$ cat src/rtl/ftdi_frame_scheduler_pkg.sv
// Shared types and constants for the FTDI frame scheduler: FSM states, frame
// geometry and the layout of the per-frame ID byte.
package ftdi_frame_pkg;

  typedef enum logic [1:0] {
    IDLE     = 2'd0,
    HDR_SYNC = 2'd1,
    HDR_ID   = 2'd2,
    PAYLOAD  = 2'd3
  } state_t;

  localparam int FRAME_BYTES   = 10;
  localparam int PAYLOAD_BYTES = 8;

  localparam logic [7:0] DEFAULT_SYNC_BYTE = 8'hA5;

  localparam int ID_CNT_MSB = 7;
  localparam int ID_CNT_LSB = 4;
  localparam int ID_CH_MSB  = 3;
  localparam int ID_CH_LSB  = 0;

  // Upper nibble carries the low bits of the frame counter, lower nibble the channel.
  function automatic logic [7:0] id_byte(input logic [3:0] cnt, input logic [3:0] ch);
    logic [7:0] b;
    b = '0;
    b[ID_CNT_MSB:ID_CNT_LSB] = cnt;
    b[ID_CH_MSB:ID_CH_LSB]   = ch;
    return b;
  endfunction

endpackage

$ cat src/rtl/ftdi_frame_scheduler_if.sv
// Bundles the per-channel word request handshake and the FTDI byte write port.
interface ftdi_frame_scheduler_if #(
  parameter int NUM_CH = 4
);

  logic [NUM_CH-1:0]    req_valid;
  logic [64*NUM_CH-1:0] req_data;
  logic [NUM_CH-1:0]    req_ack;
  logic                 ftdi_full;
  logic                 ftdi_wr_en;
  logic [7:0]           ftdi_data;

  modport master (
    output req_valid,
    output req_data,
    output ftdi_full,
    input  req_ack,
    input  ftdi_wr_en,
    input  ftdi_data
  );

  modport slave (
    input  req_valid,
    input  req_data,
    input  ftdi_full,
    output req_ack,
    output ftdi_wr_en,
    output ftdi_data
  );

endinterface

$ cat src/rtl/ftdi_frame_scheduler_rr_grant.sv
// Combinational round-robin picker: first asserted request at or after ptr,
// scanning cyclically. Reusable for any shared resource.
module rr_grant #(
  parameter  int NUM_CH = 4,
  localparam int IDX_W  = $clog2(NUM_CH)
) (
  input  logic [NUM_CH-1:0] req,
  input  logic [IDX_W-1:0]  ptr,
  output logic [IDX_W-1:0]  grant,
  output logic              grant_valid
);

  int               off;
  logic [IDX_W-1:0] idx;

  // Scan from the farthest offset down so the nearest request wins last.
  always_comb begin
    grant       = '0;
    grant_valid = 1'b0;
    off         = 0;
    idx         = '0;
    for (int k = NUM_CH - 1; k >= 0; k--) begin
      off = int'(ptr) + k;
      if (off >= NUM_CH) off = off - NUM_CH;
      idx = IDX_W'(off);
      if (req[idx]) begin
        grant       = idx;
        grant_valid = 1'b1;
      end
    end
  end

endmodule

$ cat src/rtl/ftdi_frame_scheduler.sv
// Shares the FTDI byte port between NUM_CH word sources: each granted 64-bit
// word goes out as SYNC, ID, then 8 payload bytes MSB first, honouring ftdi_full.
module ftdi_frame_scheduler
  import ftdi_frame_pkg::*;
#(
  parameter int          NUM_CH    = 4,
  parameter logic [7:0]  SYNC_BYTE = DEFAULT_SYNC_BYTE
) (
  input  logic                   clk_pll,
  input  logic                   rst,
  ftdi_frame_scheduler_if.slave  bus,
  output logic                   busy,
  output logic [15:0]            frame_cnt
);

  localparam int IDX_W = $clog2(NUM_CH);

  state_t            state, state_n;
  logic [IDX_W-1:0]  ptr, ptr_n;
  logic [IDX_W-1:0]  grant, grant_n;
  logic [IDX_W-1:0]  pick;
  logic              pick_valid;
  logic [63:0]       word;
  logic [63:0]       shreg, shreg_n;
  logic [2:0]        byte_cnt, byte_cnt_n;
  logic [15:0]       frame_cnt_n;
  logic [NUM_CH-1:0] ack_n;
  logic              wr_n;
  logic [7:0]        data_n;

  rr_grant #(
    .NUM_CH (NUM_CH)
  ) u_rr_grant (
    .req         (bus.req_valid),
    .ptr         (ptr),
    .grant       (pick),
    .grant_valid (pick_valid)
  );

  always_comb begin
    word = '0;
    for (int i = 0; i < NUM_CH; i++) begin
      if (pick == IDX_W'(i)) word = bus.req_data[64*i +: 64];
    end
  end

  // Every non-idle state emits one byte per unstalled cycle; a stall freezes all state.
  always_comb begin
    state_n     = state;
    ptr_n       = ptr;
    grant_n     = grant;
    shreg_n     = shreg;
    byte_cnt_n  = byte_cnt;
    frame_cnt_n = frame_cnt;
    ack_n       = '0;
    wr_n        = 1'b0;
    data_n      = bus.ftdi_data;
    case (state)
      IDLE: begin
        if (pick_valid) begin
          grant_n     = pick;
          shreg_n     = word;
          ack_n[pick] = 1'b1;
          state_n     = HDR_SYNC;
        end
      end
      HDR_SYNC: begin
        if (!bus.ftdi_full) begin
          wr_n    = 1'b1;
          data_n  = SYNC_BYTE;
          state_n = HDR_ID;
        end
      end
      HDR_ID: begin
        if (!bus.ftdi_full) begin
          wr_n       = 1'b1;
          data_n     = id_byte(frame_cnt[3:0], 4'(grant));
          byte_cnt_n = '0;
          state_n    = PAYLOAD;
        end
      end
      PAYLOAD: begin
        if (!bus.ftdi_full) begin
          wr_n       = 1'b1;
          data_n     = shreg[63:56];
          shreg_n    = {shreg[55:0], 8'h00};
          byte_cnt_n = byte_cnt + 3'd1;
          if (byte_cnt == 3'(PAYLOAD_BYTES - 1)) begin
            frame_cnt_n = frame_cnt + 16'd1;
            ptr_n       = (grant == IDX_W'(NUM_CH - 1)) ? '0 : grant + IDX_W'(1);
            state_n     = IDLE;
          end
        end
      end
      default: state_n = IDLE;
    endcase
  end

  always_ff @(posedge clk_pll) begin
    if (rst) begin
      state          <= IDLE;
      ptr            <= '0;
      byte_cnt       <= '0;
      frame_cnt      <= '0;
      bus.req_ack    <= '0;
      bus.ftdi_wr_en <= 1'b0;
      bus.ftdi_data  <= '0;
      busy           <= 1'b0;
    end else begin
      state          <= state_n;
      ptr            <= ptr_n;
      byte_cnt       <= byte_cnt_n;
      frame_cnt      <= frame_cnt_n;
      bus.req_ack    <= ack_n;
      bus.ftdi_wr_en <= wr_n;
      bus.ftdi_data  <= data_n;
      busy           <= (state_n != IDLE);
    end
  end

  // Captured word and grant index are only consumed after being loaded in IDLE.
  always_ff @(posedge clk_pll) begin
    shreg <= shreg_n;
    grant <= grant_n;
  end

endmodule
$ cat src/flat_wrapper.sv
// flat-port wrapper written by rule: the top's interface ports become plain ports
module ftdi_frame_scheduler_flat import ftdi_frame_pkg::*;
#(
  parameter int          NUM_CH    = 4,
  parameter logic [7:0]  SYNC_BYTE = DEFAULT_SYNC_BYTE
)
  (clk_pll, rst, busy, frame_cnt, bus_req_valid, bus_req_data, bus_ftdi_full, bus_req_ack, bus_ftdi_wr_en, bus_ftdi_data);
  ftdi_frame_scheduler_if #(.NUM_CH(NUM_CH)) bus_i ();
  input  logic clk_pll;
  input  logic rst;
  output logic busy;
  output logic [15:0] frame_cnt;
  input wire logic [$bits(bus_i.req_valid)-1:0] bus_req_valid;
  input wire logic [$bits(bus_i.req_data)-1:0] bus_req_data;
  input wire logic [$bits(bus_i.ftdi_full)-1:0] bus_ftdi_full;
  output wire logic [$bits(bus_i.req_ack)-1:0] bus_req_ack;
  output wire logic [$bits(bus_i.ftdi_wr_en)-1:0] bus_ftdi_wr_en;
  output wire logic [$bits(bus_i.ftdi_data)-1:0] bus_ftdi_data;
  assign bus_i.req_valid = bus_req_valid;
  assign bus_i.req_data = bus_req_data;
  assign bus_i.ftdi_full = bus_ftdi_full;
  assign bus_req_ack = bus_i.req_ack;
  assign bus_ftdi_wr_en = bus_i.ftdi_wr_en;
  assign bus_ftdi_data = bus_i.ftdi_data;
  ftdi_frame_scheduler #(.NUM_CH(NUM_CH), .SYNC_BYTE(SYNC_BYTE)) u_core (.clk_pll(clk_pll), .rst(rst), .bus(bus_i), .busy(busy), .frame_cnt(frame_cnt));
endmodule
$ cat config.mk
export PLATFORM = sky130hd
export DESIGN_NAME = ftdi_frame_scheduler_flat
export DESIGN_NICKNAME = d
export VERILOG_FILES = /design/src/rtl/ftdi_frame_scheduler_pkg.sv /design/src/rtl/ftdi_frame_scheduler_if.sv /design/src/rtl/ftdi_frame_scheduler_rr_grant.sv /design/src/rtl/ftdi_frame_scheduler.sv /design/src/flat_wrapper.sv
export SDC_FILE = /design/constraint.sdc
export NUM_CORES = 1
export LEC_CHECK = 0
export CAP_MARGIN = 20
export CORE_MARGIN = 10
export CORE_UTILIZATION = 41
export DETAILED_ROUTE_END_ITERATION = 16
export GPL_ROUTABILITY_DRIVEN = 0
export GPL_TIMING_DRIVEN = 0
export PLACE_DENSITY_LB_ADDON = 0.12
export SLEW_MARGIN = 10
export SYNTH_ARGS = -nofsm -noshare
export SYNTH_HDL_FRONTEND = slang
export SYNTH_HIERARCHICAL = 1
export SYNTH_SLANG_ARGS = --single-unit
$ cat constraint.sdc
create_clock -name clk_pll -period 9.9 [get_ports clk_pll]
set_clock_uncertainty 0.15 [all_clocks]
set_input_delay 2.97 -clock clk_pll [delete_from_list [all_inputs] [get_ports clk_pll]]
set_output_delay 2.97 -clock clk_pll [all_outputs]
set_load 0.005 [all_outputs]
# Word level (Yosys, flattened, before mapping)

Index checks and enable logic that the tools add are counted.
Widths: inputs -> output; s select.

$add $sub $neg: 10
$lt $le $gt $ge: 10
Mux-type cells: 44
Bitwise gates (word level): 4
Reductions and logical operators: 15
Equal/unequal tests: 12

Operator list:

| cell                  | number |
|---|---|
| $mux 64               | 6 |
| $pmux 64 s2           | 1 |
| $mux 2                | 14 |
| $mux 8                | 3 |
| $pmux 8 s3            | 1 |
| $add 16x1->16 const B | 1 |
| $lt 2x3->1 const B    | 5 |
| $eq 2x2->1 const B    | 5 |
| $mux 1                | 10 |
| $ge 3x3->1 const B    | 3 |
| $reduce_and 3->1      | 3 |
| $bmux 1 s2            | 4 |
| $pmux 2 s4            | 1 |
| $sub 2x1->2 const B   | 4 |
| $add 2x2->3 const B   | 2 |
| $mux 3                | 2 |
| $ne 2x2->1 const B    | 3 |
| $pmux 3 s2            | 1 |
| $reduce_bool 2->1     | 3 |
| $reduce_or 3->1       | 2 |
| $eq 2x1->1 const B    | 2 |
| $logic_not 2->1       | 2 |
| $not 1->1             | 4 |
| $reduce_and 4->1      | 1 |
| other kinds (12)      | 12 |

Output and inout port bits: 30
Flip-flop bits (word level): 103
Logic and storage cells: 105

# Longest topological paths before layout

Gate-level depths: netlist of the first run.

Depth in word-level cells: 16
Gate-level depth with buffers: 8
Depth with buffers taken out: 6

# Cells and area by module

The synthesis of the first run kept the hierarchy.

Modules (own cells, without submodules):

| module               | cells each | seq. area each (um^2) | instances | area an instance (um^2) |
|---|---|---|---|---|
| ftdi_frame_scheduler | 400        | 2722.6                | 1         | 5794.3 |
| rr_grant             | 13         | 0.0                   | 1         | 77.6 |

# Least setup slack after synthesis of the first run

No wires, ideal clock.

Path kind: input to register
Start: input bus_ftdi_full
End: register u_core.shreg[0], enable pin
Setup time: 0.574 ns
Slack: 1.497 ns
Path buffers: 1
Stages: 2
Data arrival time: 7.679 ns
Cell sequence: clkbuf_1 > o21ai_0

Longest elaborated chain between the ends: 2

Ends and longest elaborated chain:

| what                              | line                        | source |
|---|---|---|
| start: declaration                | flat_wrapper.sv:15          | `input wire logic [$bits(bus_i.ftdi_full)-1:0] bus_ftdi_full;` |
| $ne 2x2->1 (no source line)       | -                           |  |
| $reduce_and 3->1 (no source line) | -                           |  |
| end signal: assignment            | ftdi_frame_scheduler.sv:123 | `shreg <= shreg_n;` |
| end: declaration                  | ftdi_frame_scheduler.sv:24  | `logic [63:0] shreg, shreg_n;` |

Every way passes these cells.
A chain may end at the register's enable or synchronous reset.

# Final worst setup path of the first run

Start: input bus_req_valid[1]
End: register u_core.shreg[58] (data pin)

Longest elaborated chain between the ends: 13
Elaborated cells between the ends (all ways): 22
Those cells by class: eq/ne: 3; mux: 18; reduce/logical: 1

Ends and longest elaborated chain:

| what                         | line                                | source |
|---|---|---|
| start: declaration           | flat_wrapper.sv:13                  | `input wire logic [$bits(bus_i.req_valid)-1:0] bus_req_valid;` |
| $bmux 1 s2                   | ftdi_frame_scheduler_rr_grant.sv:26 | `if (req[idx]) begin` |
| $mux 1 (not written as such) | ftdi_frame_scheduler_rr_grant.sv:26 |  |
| $mux 2 (3 in a row)          | ftdi_frame_scheduler_rr_grant.sv:26 |  |
| $mux 2 (*)                   | ftdi_frame_scheduler_rr_grant.sv:26 |  |
| via u_core.pick[1]           | ftdi_frame_scheduler.sv:21          | `logic [IDX_W-1:0] pick;` |
| $logic_not 2->1              | ftdi_frame_scheduler.sv:43          | `if (pick == IDX_W'(i)) word = bus.req_data[64*i +: 64];` |
| $mux 64 (3 in a row)         | ftdi_frame_scheduler.sv:43          |  |
| $mux 64 (*)                  | ftdi_frame_scheduler.sv:43          |  |
| $mux 64 (*)                  | ftdi_frame_scheduler.sv:60          | `if (pick_valid) begin` |
| $pmux 64 s2 (*)              | ftdi_frame_scheduler.sv:58          | `case (state)` |
| via u_core.shreg_n[58]       | ftdi_frame_scheduler.sv:24          |  |

Mark *: on every way through the listed nets, which the timed path passes. The rest lies on a longest branch. The select of a mux whose other input is x is not followed.

==> results of run 1 <==
## metal layers
| metal | global-route usage, % | wire (µm) | vias to the layer above |
|---|---|---|---|
| met2 | 35.2 | 10300 | 215 |
| met5 | 0 | 0 | - |
| met3 | 7.93 | 1910 | 14 |
| met1 | 22.0 | 7620 | 2396 |
| li1 | - | - | 2243 |
| met4 | 4.02 | 219 | 0 |
## sequential cells by signal (all words and copies together), names as in the netlist
register / flops
u_core/ptr: 2
u_core/frame_cnt: 16
u_core/state: 2
u_core/bus.ftdi_wr_en: 1
u_core/bus.ftdi_data: 8
u_core/byte_cnt: 3
u_core/grant: 2
u_core/busy: 1
u_core/shreg: 64
u_core/bus.req_ack: 4
## power by group
part | total (mW) | switching [mW] | internal [mW]
clock network | 0.369 | 0.152 | 0.217
logic | 0.283 | 0.0977 | 0.185
registers | 0.539 | 0.0159 | 0.523
## stage by stage
stage / hold slack, ns / total power [mW] / instance area (µm²) / TNS [ns] / utilization (%)
6_report: 0.338 / 1.19 / 9390 / 0 / 67.4
5_1_grt: 0.341 / 1.24 / 9390 / 0 / 67.4
4_1_cts: 0.330 / 1.20 / 9390 / 0 / 67.4
3_5_place_dp: 0.322 / 0.833 / 9070 / 0 / 65.1
3_3_place_gp: 0.293 / 0.828 / 9010 / -58.07 / 64.7
2_1_floorplan: 0.286 / 0.678 / 5870 / 0 / -
## cells by family (layout without fill, tap and decap cells)
family	after synthesis	in the layout	synth area share, %
AO/OA/AOI/OAI	38	38	3.77
flip-flops	103	103	46.4
buffers and inverters	39	348	2.90
adder cells (fa/ha/maj)	4	4	0.852
XOR/XNOR	8	8	1.19
AND/OR/NAND/NOR	95	95	8.54
multiplexers	126	126	36.4
## layout make-up
type | instances | area, µm² | area share [%]
Sequential cell | 103 | 2720 | 29.0
Tap cell | 180 | 225 | 2.40
Clock inverter | 3 | 18.8 | 0.200
Timing Repair Buffer | 293 | 2960 | 31.5
Clock buffer | 13 | 304 | 3.24
Inverter | 5 | 18.8 | 0.200
Buffer | 34 | 151 | 1.61
Multi-Input combinational cell | 271 | 2990 | 31.8
## worst max-delay path, delay by kind of cell
family                 cells  cell delay [ns]
AO/OA/AOI/OAI              1             0.07
buffers and inverters      4             1.91
multiplexers               2             0.73
AND/OR/NAND/NOR            2             0.38
## synthesized netlist by cell type (all sizes together), types with 3 or more instances
cell type,instances
a21oi,20
and2,9
and3,4
buf,16
clkbuf,18
dfxtp,37
edfxtp,66
ha,4
inv,5
mux2,59
mux2i,3
mux4,64
nand2,16
nand2b,3
nand3,9
nor2,30
nor3,4
o21ai,6
o22ai,3
o31ai,4
or3,3
or4,4
xnor2,3
xor2,5
## how the worst max path moves through the flow
| stage | startpoint | to | slack [ns] |
|---|---|---|---|
| 2_1_floorplan | bus_ftdi_full | u_core/shreg[0] | 1.50 |
| 3_3_place_gp | bus_ftdi_full | u_core/shreg[34] | -0.91 |
| 3_5_place_dp | bus_req_valid[1] | u_core/shreg[58] | 3.41 |
| 4_1_cts | bus_req_valid[1] | u_core/shreg[58] | 3.77 |
| 5_1_grt | bus_req_valid[1] | u_core/shreg[58] | 3.59 |
| 6_report | bus_req_valid[1] | u_core/shreg[58] | 3.76 |
==> impl_metrics.env, run 1 <==
export IMPL_die_area_mm2=0.0195
export IMPL_route_detailed_drc=0
export IMPL_synth_seq_cells=103
export IMPL_irDropWorstVdd_mv=0.0961
export IMPL_drv_slew=0
export IMPL_cts_root_buf="clkbuf_16"
export IMPL_wl_per_cell_um=22.2
export IMPL_min_period_ns=6.14
export IMPL_num_antenna_cells=0
export IMPL_cts_buffer_depth=2
export IMPL_grt_pass1_vias=5382
export IMPL_pre_cts_ws_ns=3.41
export IMPL_hold_viol=0
export IMPL_synth_edff_count=66
export IMPL_cts_buffers=9
export IMPL_r2r_start="u_core/ptr[0]"
export IMPL_nets=984
export IMPL_post_cts_buffers=0
export IMPL_drtAntennaViolNets=0
export IMPL_critPathMostFrequentCell="clkbuf_1"
export IMPL_hp_class="flop to flop"
export IMPL_slew_headroom_pct=49.7
export IMPL_grt_pass1_wl_mm=30.5
export IMPL_ys_dominant_reg_cell="edfxtp_1"
export IMPL_drt_initial_drc_count=273
export IMPL_achievable_frequency_mhz=163
export IMPL_endpoint_kind="flop"
export IMPL_final_common_cell="clkdlybuf4s50_1"
export IMPL_worstPathMaxFanout=10
export IMPL_cts_htree_levels=3
export IMPL_die_x_um=140
export IMPL_seq_area_frac_synth_pct=46.4
export IMPL_r2r_cells=8
export IMPL_cts_hold_buf=0
export IMPL_cts_resized=0
export IMPL_row_count=43
export IMPL_final_setup_worst_slack_ns=3.76
export IMPL_gr_total_overflow=0
export IMPL_cts_tree="done"
export IMPL_min_delay_start="u_core/frame_cnt[15]"
export IMPL_cts_sinks=103
export IMPL_status="completed"
export IMPL_critical_path_class="input pin to flop"
export IMPL_placedCellCount=886
export IMPL_period_share_pct=62.0
export IMPL_synthArstFlopShare_pct=0
export IMPL_ys_warn_count=6
export IMPL_power_density_mw_per_mm2=127
export IMPL_avgViaCountPerCell=5.40
export IMPL_synth_area_leader_cell="edfxtp_1"
export IMPL_rsz0062_at_grt="no"
export IMPL_whs_endpoint="u_core/frame_cnt[15]"
export IMPL_critPathRequiredTime_ns=9.84
export IMPL_clock_latency_ns=0.34
export IMPL_antenna_found_initial=0
export IMPL_r2r_end="u_core/shreg[58]"
export IMPL_worst_slew_pin_slew_ns=0.755
export IMPL_cap_viol_max_count=0
export IMPL_path_clk_slew_ns=0.07
export IMPL_ios=293
export IMPL_setup_viol_count_final=0
export IMPL_syn_area_per_cell_um2=14.2
export IMPL_drtPass1Iterations=6
export IMPL_ys_top_cells_by_area="edfxtp_1, mux4_2, dfxtp_1"
export IMPL_final_cell_mix="clkdlybuf4s50_1, edfxtp_1, mux4_2"
export IMPL_crit_path_max_incr_delay_ns=0.63
export IMPL_fp_dieH_um=140
export IMPL_syn_inst=413
export IMPL_syn_cell_area_mm2=0.00587
export IMPL_p_leak_nw=3.26
export IMPL_final_cells=902
export IMPL_cp_slowest_cell="clkbuf_1"
export IMPL_wl_mm=20.1
export IMPL_core_mm2=0.0139
export IMPL_drive_above_1_share_pct=22.2
export IMPL_path_cells="clkdlybuf4s50_1 -> nor3b_1 -> a211oi_1 -> nor2_1 -> clkbuf_1 -> clkbuf_1 -> clkbuf_1 -> mux4_2 -> mux2_2"
export IMPL_whs_path_depth=2
export IMPL_worstPathArrival_ns=6.08
export IMPL_fillCellCount=1008
export IMPL_vias=4868
export IMPL_synthDistinctLibCells=45
export IMPL_dp_hpwl_mm=17.0
export IMPL_syn_nets=680
export IMPL_netlist_area_leader_share_pct=33.8
export IMPL_track_usage_pct=19.9
export IMPL_area_delta_synth_final_pct=59.9
export IMPL_reg2reg_slack_ns=6.44
export IMPL_start_kind="input pin"
export IMPL_grt_start_max_net_pins=27
export IMPL_initial_utilization_pct=42.1
export IMPL_portBuffers=291
(Power assumes the default switching activity.)
==> inputs of run 2 (changes only) <==
CORE_UTILIZATION = 37   (was 41)
clock period = 5.2 ns   (was 9.9 ns; I/O delays follow)
==> impl_metrics.env, run 2 (synthesis results as in run 1) <==
export IMPL_die_x_um=146
export IMPL_final_cell_mix="clkdlybuf4s50_1, edfxtp_1, mux4_2"
export IMPL_worstPathMaxFanout=10
export IMPL_drtPass1Iterations=4
export IMPL_slew_headroom_pct=52.0
export IMPL_cp_buffers_inverters=4
export IMPL_avgViaCountPerCell=5.16
export IMPL_row_count=45
export IMPL_drt_initial_drc_count=251
export IMPL_cts_htree_levels=3
export IMPL_wl_per_cell_um=21.9
export IMPL_track_usage_pct=18.8
export IMPL_critPathMostFrequentCell="clkbuf_1"
export IMPL_hp_class="flop to flop"
export IMPL_nets=984
export IMPL_post_cts_buffers=0
export IMPL_drive_above_1_share_pct=22.3
export IMPL_p_leak_nw=3.24
export IMPL_grt_start_max_net_pins=28
export IMPL_grt_pass1_wl_mm=31.3
export IMPL_area_delta_synth_final_pct=59.9
export IMPL_reg_top3="u_core/shreg: 64 flops, u_core/frame_cnt: 16 flops, u_core/bus.ftdi_data: 8 flops"
export IMPL_cts_root_buf="clkbuf_16"
export IMPL_period_share_pct=92.2
export IMPL_cts_resized=0
export IMPL_die_area_mm2=0.0213
export IMPL_setup_viol_count_final=0
export IMPL_core_mm2=0.0154
export IMPL_wl_mm=20.4
export IMPL_achievable_frequency_mhz=209
export IMPL_crit_path_max_incr_delay_ns=0.62
export IMPL_critPathRequiredTime_ns=5.15
export IMPL_hold_viol=0
export IMPL_cts_hold_buf=0
export IMPL_drv_slew=0
export IMPL_largest_reg_flops=64
export IMPL_vias=4812
export IMPL_num_antenna_cells=0
export IMPL_ios=293
export IMPL_dp_hpwl_mm=17.1
export IMPL_start_kind="input pin"
export IMPL_endpoint_kind="flop"
export IMPL_rsz0062_at_grt="no"
export IMPL_antenna_found_initial=0
export IMPL_grt_pass1_vias=5482
export IMPL_cp_top_family="buffers and inverters"
export IMPL_worst_slew_pin_slew_ns=0.720
export IMPL_irDropWorstVdd_mv=0.159
export IMPL_path_clk_slew_ns=0.07
export IMPL_cts_buffers=9
export IMPL_cts_tree="done"
export IMPL_tns_ns=0
export IMPL_regMostFlops="u_core/shreg"
export IMPL_status="completed"
export IMPL_cts_sinks=103
export IMPL_initial_utilization_pct=38.2
export IMPL_path_cells="clkdlybuf4s50_1 -> nor3b_1 -> a211oi_1 -> nor2_1 -> clkbuf_1 -> clkbuf_1 -> clkbuf_1 -> mux4_2 -> mux2_2"
export IMPL_fp_dieH_um=146
export IMPL_worstPathArrival_ns=4.74
export IMPL_cap_viol_max_count=0
export IMPL_cts_buffer_depth=2
export IMPL_cp_slowest_cell="clkbuf_1"
export IMPL_route_detailed_drc=0
export IMPL_final_common_cell="clkdlybuf4s50_1"
export IMPL_power_density_mw_per_mm2=235
export IMPL_min_period_ns=4.79
export IMPL_gr_total_overflow=0
export IMPL_final_util_pct=61.1
export IMPL_drtAntennaViolNets=0
export IMPL_portBuffers=291
export IMPL_clock_latency_ns=0.35
export IMPL_critical_path_class="input pin to flop"
export IMPL_power_mw=2.21
-- run 2: changes by cell type in the layout (fill, tap and decap cells not counted), sizes merged --
cell / before / now
clkbuf: 31 / 27
clkinv: 2 / 3
inv: 6 / 9
-- run 2: area by class of cell --
cell class | instances | area [µm²]
fill | 1239 | 5980
multi-input combinational | 271 | 2990
timing repair buffer | 293 | 2960
sequential | 103 | 2720
tap | 211 | 264
clock buffer | 9 | 225
buffer | 34 | 151
clock inverter | 7 | 53.8
inverter | 5 | 18.8
-- run 2: report_power, final --
| group | internal, mW | switching [mW] | leakage, nW |
|---|---|---|---|
| clock | 0.331 | 0.313 | 0.142 |
| combinational | 0.352 | 0.188 | 2.15 |
| sequential | 0.995 | 0.0294 | 0.953 |
| total | 1.68 | 0.530 | 3.24 |
-- run 2: final timing paths --
check	slack, ns	cells after the start	start	end
min	0.32	2	u_core/byte_cnt[2]	u_core/byte_cnt[2]
max reg2reg	1.67	8	u_core/ptr[0]	u_core/shreg[58]
max	0.41	9	bus_req_valid[1]	u_core/shreg[58]
min reg2reg	0.32	2	u_core/byte_cnt[2]	u_core/byte_cnt[2]
-- run 2: through the flow --
step	cells	cell area (µm²)	hold WS [ns]	setup slack [ns]
finish	933	9390	0.321	0.406
detailed placement	917	9110	0.316	0.0334
global route	933	9390	0.355	0.183
CTS	933	9390	0.324	0.394
floorplan	413	5880	0.286	1.15
global placement	915	9050	0.295	-0.0620
-- run 2: worst min-delay path, cell delays in order (launching register included) --
cell,delay [ns]
dfxtp_1,0.32
nand2_1,0.05
a21oi_1,0.05
-- run 2: routing by layer --
metal  up-vias  global-route usage (%)  part of all wire, %
met5         -                       0                    0
met4         0                    4.25                  1.1
met3        15                    7.76                  9.5
met2       208                    32.7                   51
met1      2343                    20.9                   39
li1       2246                       -                    -
==> inputs of run 3 (changes only) <==
SLEW_MARGIN = default   (was 10)
==> results of run 3 <==
The final DEF is identical to that of run 2; final timing and power are the same.
